### src/rtl/ysyx_2022040010_mem_arbiter_pkg.sv
// ============================================================================
// ysyx_2022040010_mem_arbiter_pkg : shared widths, state/owner encodings, grant
// Revision: 1.0
// ============================================================================
`default_nettype none

package ysyx_2022040010_mem_arbiter_pkg;

  localparam int ARB_ADDR_W = 32;
  localparam int ARB_DATA_W = 64;

  typedef enum logic [1:0] {
    ST_IDLE = 2'd0,
    ST_REQ  = 2'd1,
    ST_WAIT = 2'd2,
    ST_RESP = 2'd3
  } arb_state_e;

  typedef enum logic {
    OWNER_I = 1'b0,
    OWNER_D = 1'b1
  } arb_owner_e;

  // On a tie the requester that was not served last wins.
  function automatic arb_owner_e rr_grant(input logic i_req, input logic d_req,
                                          input arb_owner_e last);
    if (i_req && d_req) begin
      return (last == OWNER_I) ? OWNER_D : OWNER_I;
    end
    return d_req ? OWNER_D : OWNER_I;
  endfunction

endpackage

`default_nettype wire

### src/rtl/ysyx_2022040010_mem_arbiter.sv
// ============================================================================
// ysyx_2022040010_mem_arbiter : round-robin I/D cache arbiter onto one bus
// Revision: 1.0
// ============================================================================
`default_nettype none

module ysyx_2022040010_mem_arbiter
  import ysyx_2022040010_mem_arbiter_pkg::*;
#(
  parameter int ADDR_W = ARB_ADDR_W,
  parameter int DATA_W = ARB_DATA_W,
  parameter int MASK_W = DATA_W / 8
) (
  input  logic              clk,
  input  logic              rst,
  input  logic              icache_req,
  input  logic [ADDR_W-1:0] icache_addr,
  output logic              icache_ready,
  output logic [DATA_W-1:0] icache_rdata,
  input  logic              dcache_req,
  input  logic              dcache_we,
  input  logic [ADDR_W-1:0] dcache_addr,
  input  logic [DATA_W-1:0] dcache_wdata,
  input  logic [MASK_W-1:0] dcache_wmask,
  output logic              dcache_ready,
  output logic [DATA_W-1:0] dcache_rdata,
  output logic              mem_req,
  output logic              mem_we,
  output logic [ADDR_W-1:0] mem_addr,
  output logic [DATA_W-1:0] mem_wdata,
  output logic [MASK_W-1:0] mem_wmask,
  input  logic              mem_ready,
  input  logic              mem_rvalid,
  input  logic [DATA_W-1:0] mem_rdata,
  output logic              stallreq_for_cache,
  output logic              rw_over
);

  arb_state_e        state_q, state_d;
  arb_owner_e        owner_q, owner_d;
  arb_owner_e        last_owner_q, last_owner_d;
  arb_owner_e        grant;
  logic              we_q, we_d;
  logic [ADDR_W-1:0] addr_q, addr_d;
  logic [DATA_W-1:0] wdata_q, wdata_d;
  logic [MASK_W-1:0] wmask_q, wmask_d;
  logic [DATA_W-1:0] rdata_q, rdata_d;
  logic              mem_req_q, mem_req_d;
  logic              i_ready_q, i_ready_d;
  logic              d_ready_q, d_ready_d;
  logic              rw_over_q, rw_over_d;

  always_comb begin
    state_d      = state_q;
    owner_d      = owner_q;
    last_owner_d = last_owner_q;
    we_d         = we_q;
    addr_d       = addr_q;
    wdata_d      = wdata_q;
    wmask_d      = wmask_q;
    rdata_d      = rdata_q;
    grant        = rr_grant(icache_req, dcache_req, last_owner_q);

    case (state_q)
      ST_IDLE: begin
        if (icache_req || dcache_req) begin
          owner_d = grant;
          state_d = ST_REQ;
          if (grant == OWNER_D) begin
            we_d    = dcache_we;
            addr_d  = dcache_addr;
            wdata_d = dcache_wdata;
            wmask_d = dcache_wmask;
          end else begin
            we_d    = 1'b0;
            addr_d  = icache_addr;
            wdata_d = '0;
            wmask_d = '0;
          end
        end
      end
      ST_REQ: begin
        if (mem_ready) begin
          state_d = ST_WAIT;
        end
      end
      // Completion of a write is signalled by mem_rvalid too; its data is captured anyway.
      ST_WAIT: begin
        if (mem_rvalid) begin
          rdata_d = mem_rdata;
          state_d = ST_RESP;
        end
      end
      ST_RESP: begin
        last_owner_d = owner_q;
        state_d      = ST_IDLE;
      end
      default: begin
        state_d = ST_IDLE;
      end
    endcase

    // Outputs are decoded from the next state so they leave the flops glitch-free.
    mem_req_d = (state_d == ST_REQ);
    i_ready_d = (state_d == ST_RESP) && (owner_d == OWNER_I);
    d_ready_d = (state_d == ST_RESP) && (owner_d == OWNER_D);
    rw_over_d = (state_d == ST_RESP);
  end

  always_ff @(posedge clk) begin
    if (rst) begin
      state_q      <= ST_IDLE;
      owner_q      <= OWNER_I;
      last_owner_q <= OWNER_I;
      we_q         <= 1'b0;
      addr_q       <= '0;
      wdata_q      <= '0;
      wmask_q      <= '0;
      rdata_q      <= '0;
      mem_req_q    <= 1'b0;
      i_ready_q    <= 1'b0;
      d_ready_q    <= 1'b0;
      rw_over_q    <= 1'b0;
    end else begin
      state_q      <= state_d;
      owner_q      <= owner_d;
      last_owner_q <= last_owner_d;
      we_q         <= we_d;
      addr_q       <= addr_d;
      wdata_q      <= wdata_d;
      wmask_q      <= wmask_d;
      rdata_q      <= rdata_d;
      mem_req_q    <= mem_req_d;
      i_ready_q    <= i_ready_d;
      d_ready_q    <= d_ready_d;
      rw_over_q    <= rw_over_d;
    end
  end

  assign mem_req      = mem_req_q;
  assign mem_we       = we_q;
  assign mem_addr     = addr_q;
  assign mem_wdata    = wdata_q;
  assign mem_wmask    = wmask_q;
  assign icache_ready = i_ready_q;
  assign dcache_ready = d_ready_q;
  assign icache_rdata = rdata_q;
  assign dcache_rdata = rdata_q;
  assign rw_over      = rw_over_q;

  assign stallreq_for_cache = (icache_req & ~i_ready_q) | (dcache_req & ~d_ready_q);

endmodule

`default_nettype wire

### config.mk
export PLATFORM = sky130hd
export DESIGN_NAME = ysyx_2022040010_mem_arbiter
export DESIGN_NICKNAME = d
export VERILOG_FILES = /design/src/rtl/ysyx_2022040010_mem_arbiter_pkg.sv /design/src/rtl/ysyx_2022040010_mem_arbiter.sv
export SDC_FILE = /design/constraint.sdc
export NUM_CORES = 1
export LEC_CHECK = 0
export ABC_AREA = 1
export CAP_MARGIN = 20
export CORE_AREA = 5 5 168 170
export CTS_BUF_LIST = sky130_fd_sc_hd__clkbuf_8
export CTS_CLUSTER_DIAMETER = 40
export DETAILED_ROUTE_END_ITERATION = 10
export DIE_AREA = 0 0 173 175
export PLACE_DENSITY = 0.74
export SYNTH_ARGS = -nofsm -noshare
export SYNTH_HDL_FRONTEND = slang
export SYNTH_SLANG_ARGS = --single-unit
### constraint.sdc
create_clock -name clk -period 1.37 [get_ports clk]
set_input_delay 0.274 -clock clk [delete_from_list [all_inputs] [get_ports clk]]
set_output_delay 0.274 -clock clk [all_outputs]
set_load 0.01 [all_outputs]
### After elaboration in Yosys (flattened, before gate mapping)

Index checks and enable logic that the tools add are counted.

| storage, ports and cells | value |
|---|---|
| word-level logic and storage cells | 45 |
| input bits | 207 |
| flip-flop bits (word level) | 177 |

| operators by class | value |
|---|---|
| bitwise gates (word level) | 6 |
| reduce and logical (&&, ||, !) cells | 7 |
| multiplexer cells | 15 |
| equal/unequal tests | 5 |

Operator list:

| operator | count |
|---|---|
| two-way mux 64 bit | 1 |
| two-way mux 32 bit | 1 |
| two-way mux 1 bit | 8 |
| two-way mux 8 bit | 1 |
| case mux 2 bit (4 select lines) | 1 |
| equality test 2 bit (second input constant) | 3 |
| two-way mux 2 bit | 3 |
| equality test 2 x 1 -> 1 bit (second input constant) | 2 |
| AND reduction 2 bit | 2 |
| logical AND 1 bit | 3 |
| NOT 1 bit | 3 |
| AND 1 bit | 2 |
| logical NOT 2 bit | 1 |
| logical OR 1 bit | 1 |
| OR 1 bit | 1 |

### Longest topological paths before layout

| depth | value |
|---|---|
| word-level depth | 7 |
| gate-level depth with buffers | 7 |

### Least setup slack after synthesis

OpenSTA, ideal clock, no wires.

| timing | value |
|---|---|
| path type | flip-flop to flip-flop |
| start point | reg state_q[1] |
| end point | reg addr_q[0] (netlist: mem_addr[0]) |
| period minus slack after synthesis | 1.139 ns |
| slack | 0.231 ns |
| data required time | 1.258 ns |
| cell stages (with the launch flop) | 8 |
| arrival time | 1.027 ns |
| path through | dfxtp_1 inv_1 nand2_1 nor2_1 buf_2 nand2_1 nor2_1 nor2_1 |

| between the ends | value |
|---|---|
| longest elaborated chain between the ends | 2 |

Ends and longest elaborated chain:

| element | line | RTL |
|---|---|---|
| start: declaration | ysyx_2022040010_mem_arbiter.sv:39 | `arb_state_e state_q, state_d;` |
| start signal: assignment | ysyx_2022040010_mem_arbiter.sv:125 | `state_q <= state_d;` |
| logical NOT 2 bit | ysyx_2022040010_mem_arbiter.sv:64 | `case (state_q)` |
| AND reduction 2 bit (no line) | n/a |  |
| end signal: assignment | ysyx_2022040010_mem_arbiter.sv:129 | `addr_q <= addr_d;` |
| end: declaration | ysyx_2022040010_mem_arbiter.sv:44 | `logic [ADDR_W-1:0] addr_q, addr_d;` |

Every way passes these cells.
A chain may end at the register's enable or synchronous reset.

### Worst setup path in the final report

| timing | value |
|---|---|
| start point | reg i_ready_q (netlist: icache_ready) |
| end point | out stallreq_for_cache |

| between the ends | value |
|---|---|
| longest elaborated chain between the ends | 3 |

Ends and longest elaborated chain:

| element | line | RTL |
|---|---|---|
| start: declaration | ysyx_2022040010_mem_arbiter.sv:49 | `logic i_ready_q, i_ready_d;` |
| start signal: assignment | ysyx_2022040010_mem_arbiter.sv:134 | `i_ready_q <= i_ready_d;` |
| NOT 1 bit | ysyx_2022040010_mem_arbiter.sv:151 | `assign stallreq_for_cache = (icache_req & ~i_ready_q) \| (dcache_req & ~d_ready_q);` |
| AND 1 bit | ysyx_2022040010_mem_arbiter.sv:151 |  |
| OR 1 bit | ysyx_2022040010_mem_arbiter.sv:151 |  |
| end: declaration | ysyx_2022040010_mem_arbiter.sv:35 | `output logic stallreq_for_cache,` |

Every way passes these cells.

==> out/metrics.yaml <==
critical_path:
  cp.depth: 2
  cp_max_fo: 2
  reg2reg_depth: 6
  crit_arrival_ns: 1.07
  rr_startpoint: "state_q[1]"
  critPathCaptureType: "output port"
  worstPathRequired_ns: 1.10
  critical_path_class: "register to output port"
  worst-path-buf-inv: 1
  cp_slowest_stage_delay_ns: 0.34
  cp_top_family: "flip-flops"
  crit_chain: "o22ai_2, buf_2"
  critPathLaunch: "icache_ready"
  crit_slowest_cell: "dfxtp_2"
  startpoint_type: "register"
power:
  worst_ir_drop_vdd_v: 0.000647
  design_power_total_uw: 12500
  p_leak_uw: 0.00529
  powerDensity_nw_per_um2: 1020
hold_path:
  hold_path_class: "primary input to register"
  holdCritStartpoint: "dcache_req"
  worstHoldPathCells: 4
route:
  wl_per_cell_um: 16.9
  vias: 8206
  wl_mm: 30.1
  dr.pass1.iters: 6
  drt_iter0_drc: 467
  drc_errors: 0
  ant_nets: 0
  avgViaCountPerCell: 4.60
die:
  row_count: 60
  pin_count: 445
  fp.dieH_um: 175
  die_w_um: 173
  initial_utilization_pct: 28.4
  die_area_um2: 30300
  core_um2: 26600
global_route:
  grt_usage_pct: 17.3
  grt_max_degree: 67
  grt_pass1_wl_mm: 42.5
  antenna_found_initial: 3
  grt_pass1_vias: 7577
  grt_remaining_overflow: 0
timing:
  fmaxAchievable_ghz: 0.742
  fin_crit_ns: 1.35
  rsz0062_at_grt: "yes"
  worst_slew_margin_rel_pct: 72.8
  setup_viol_count_final: 0
  period_share_pct: 98.4
  hold_violations: 0
  worstMarginPinSlew_ns: 0.406
  fin_ws_ns: 0.0215
  slew_viol_final: 0
  fin_worst_skew_ns: 0.0145
clock_network:
  cts.sinks: 177
  clkTransAtPathRegs_ns: 0.10
  cts_tree: "built"
  insertion_delay_ns: 0.45
  clockBufferDepth: 2
  cts_buffers: 17
  h-tree-depth: 4
  root_buffer: "clkbuf_8"
yosys:
  synth_commonest_cells: "339 x nand2_1, 177 x dfxtp_1, 142 x a21oi_1"
  syn_nets: 1260
  ys.flop_type: "dfxtp_1"
  ys_warn_count: 0
  yosysMostFrequentCell: "nand2_1"
  netlist_instances: 1053
  synth_area_per_cell_um2: 7.18
  synth_area_um2: 7560
  synth_edf_count: 0
  yosys.area.top_type: "dfxtp_1"
  synthArstFlopShare_pct: 0
  yosysSeqAreaShare_pct: 46.9
  yosys-top-cells-area: "dfxtp_1 47%, nand2_1 17%, a21oi_1 9.4%"
  ys_seq_elements: 177
  synth_cell_type_count: 19
  netlist.area_leader.share_pct: 46.9
place:
  post-dp-hpwl_mm: 21.2
  gp_congestion: 0.803
  pre_cts_slack_ns: -0.503
  portBuffers: 444
final_layout:
  regArea_um2: 3660
  area_delta_synth_final_pct: 60.9
  multiInputGateArea_um2: 2940
  fin_util_pct: 45.8
  fillers: 2697
  nNetsFinal: 1636
  drive_gt1_share_pct: 28.4
outcome:
  outcome: "finished, final reports clean"
job:
  cap_violations: 0
==> worst paths after layout <==
check	end	slack, ns
worst min-delay path	mem_wdata[1]	0.31
worst max register to register	mem_wdata[34]	0.04
worst min register to register	mem_wdata[57]	0.47
worst max-delay path	stallreq_for_cache	0.02
==> power breakdown <==
part,leakage [uW],switching (uW),internal (uW)
clock,0.000192,2180,1400
combinational,0.00361,1590,1600
sequential,0.00149,196,5490
total,0.00529,3970,8490
==> through the flow <==
stage | hold slack (ns) | instances | TNS (ns) | instance area [um^2]
4_1_cts | 0.266 | 1770 | -0.0550 | 12500
5_1_grt | 0.278 | 1785 | -0.458 | 12200
3_3_place_gp | 0.452 | 1736 | -50.53 | 12000
2_1_floorplan | 0.417 | 1053 | 0 | 7560
6_report | 0.305 | 1785 | 0 | 12200
3_5_place_dp | 0.455 | 1736 | -50.94 | 12000
==> cell type report <==
type,instances,area share [%]
antenna,2,0.0411
clock buffer,18,2.04
clock inverter,14,1.14
inverter,73,2.31
multi-input combinational,663,24.2
sequential,177,30.1
tap,341,3.51
timing repair buffer,497,36.7
==> flip-flops by register name (all words and copies together), names as in the netlist <==
signal and count:
dcache_rdata 64, dcache_ready 1, icache_ready 1, last_owner_q 1
mem_addr 32, mem_req 1, mem_wdata 64, mem_we 1
mem_wmask 8, owner_q 1, rw_over 1, state_q 2
==> tightest hold or removal path: stages <==
cell,delay (ns)
buf_2,0.11
buf_4,0.17
nand4_1,0.10
a21oi_1,0.05
==> layout by cell type (no fill, tap or decap), types with 6 or more instances in the layout <==
cell type / n
clkdlybuf4s15_2: 58
clkbuf_8: 18
nand2_1: 334
clkdlybuf4s50_1: 203
buf_2: 56
nor2_1: 96
clkdlybuf4s15_1: 13
buf_12: 13
dfxtp_2: 74
a21oi_1: 141
nand4_1: 73
buf_4: 26
dfxtp_4: 6
inv_1: 68
clkbuf_16: 8
clkbuf_2: 108
buf_6: 8
dfxtp_1: 97
==> per-layer routing <==
| layer | track usage, % | vias to the layer above | wire length [um] |
|---|---|---|---|
| met5 | 0 | - | 13 |
| met4 | 5.42 | 2 | 535 |
| met3 | 5.28 | 34 | 2200 |
| met2 | 30.7 | 336 | 15200 |
| met1 | 20.0 | 3794 | 12200 |
| li1 | - | 4040 | - |
==> kinds of logic (layout without fill, tap and decap cells) <==
family	Yosys count	in the layout	synth area share, %
and+or+nand+nor	518	519	28.4
AOI/OAI and AO/OA	144	144	9.58
DFF	177	177	46.9
other	0	2	0
buffers and inverters	214	602	15.2
==> repair_timing <==
| action | 4_1_cts | 5_1_grt |
|---|---|---|
| pin swaps | 0 | 7 |
| gates cloned | 0 | 10 |
| buffers inserted | 2 | 4 |
| hold buffers | 0 | 0 |
| resized for setup | 671 | 212 |
| endpoints found under the setup margin | 302 | 305 |
| endpoints found under the hold margin | 0 | 0 |
Note: power is estimated with default switching activity, not from simulation.
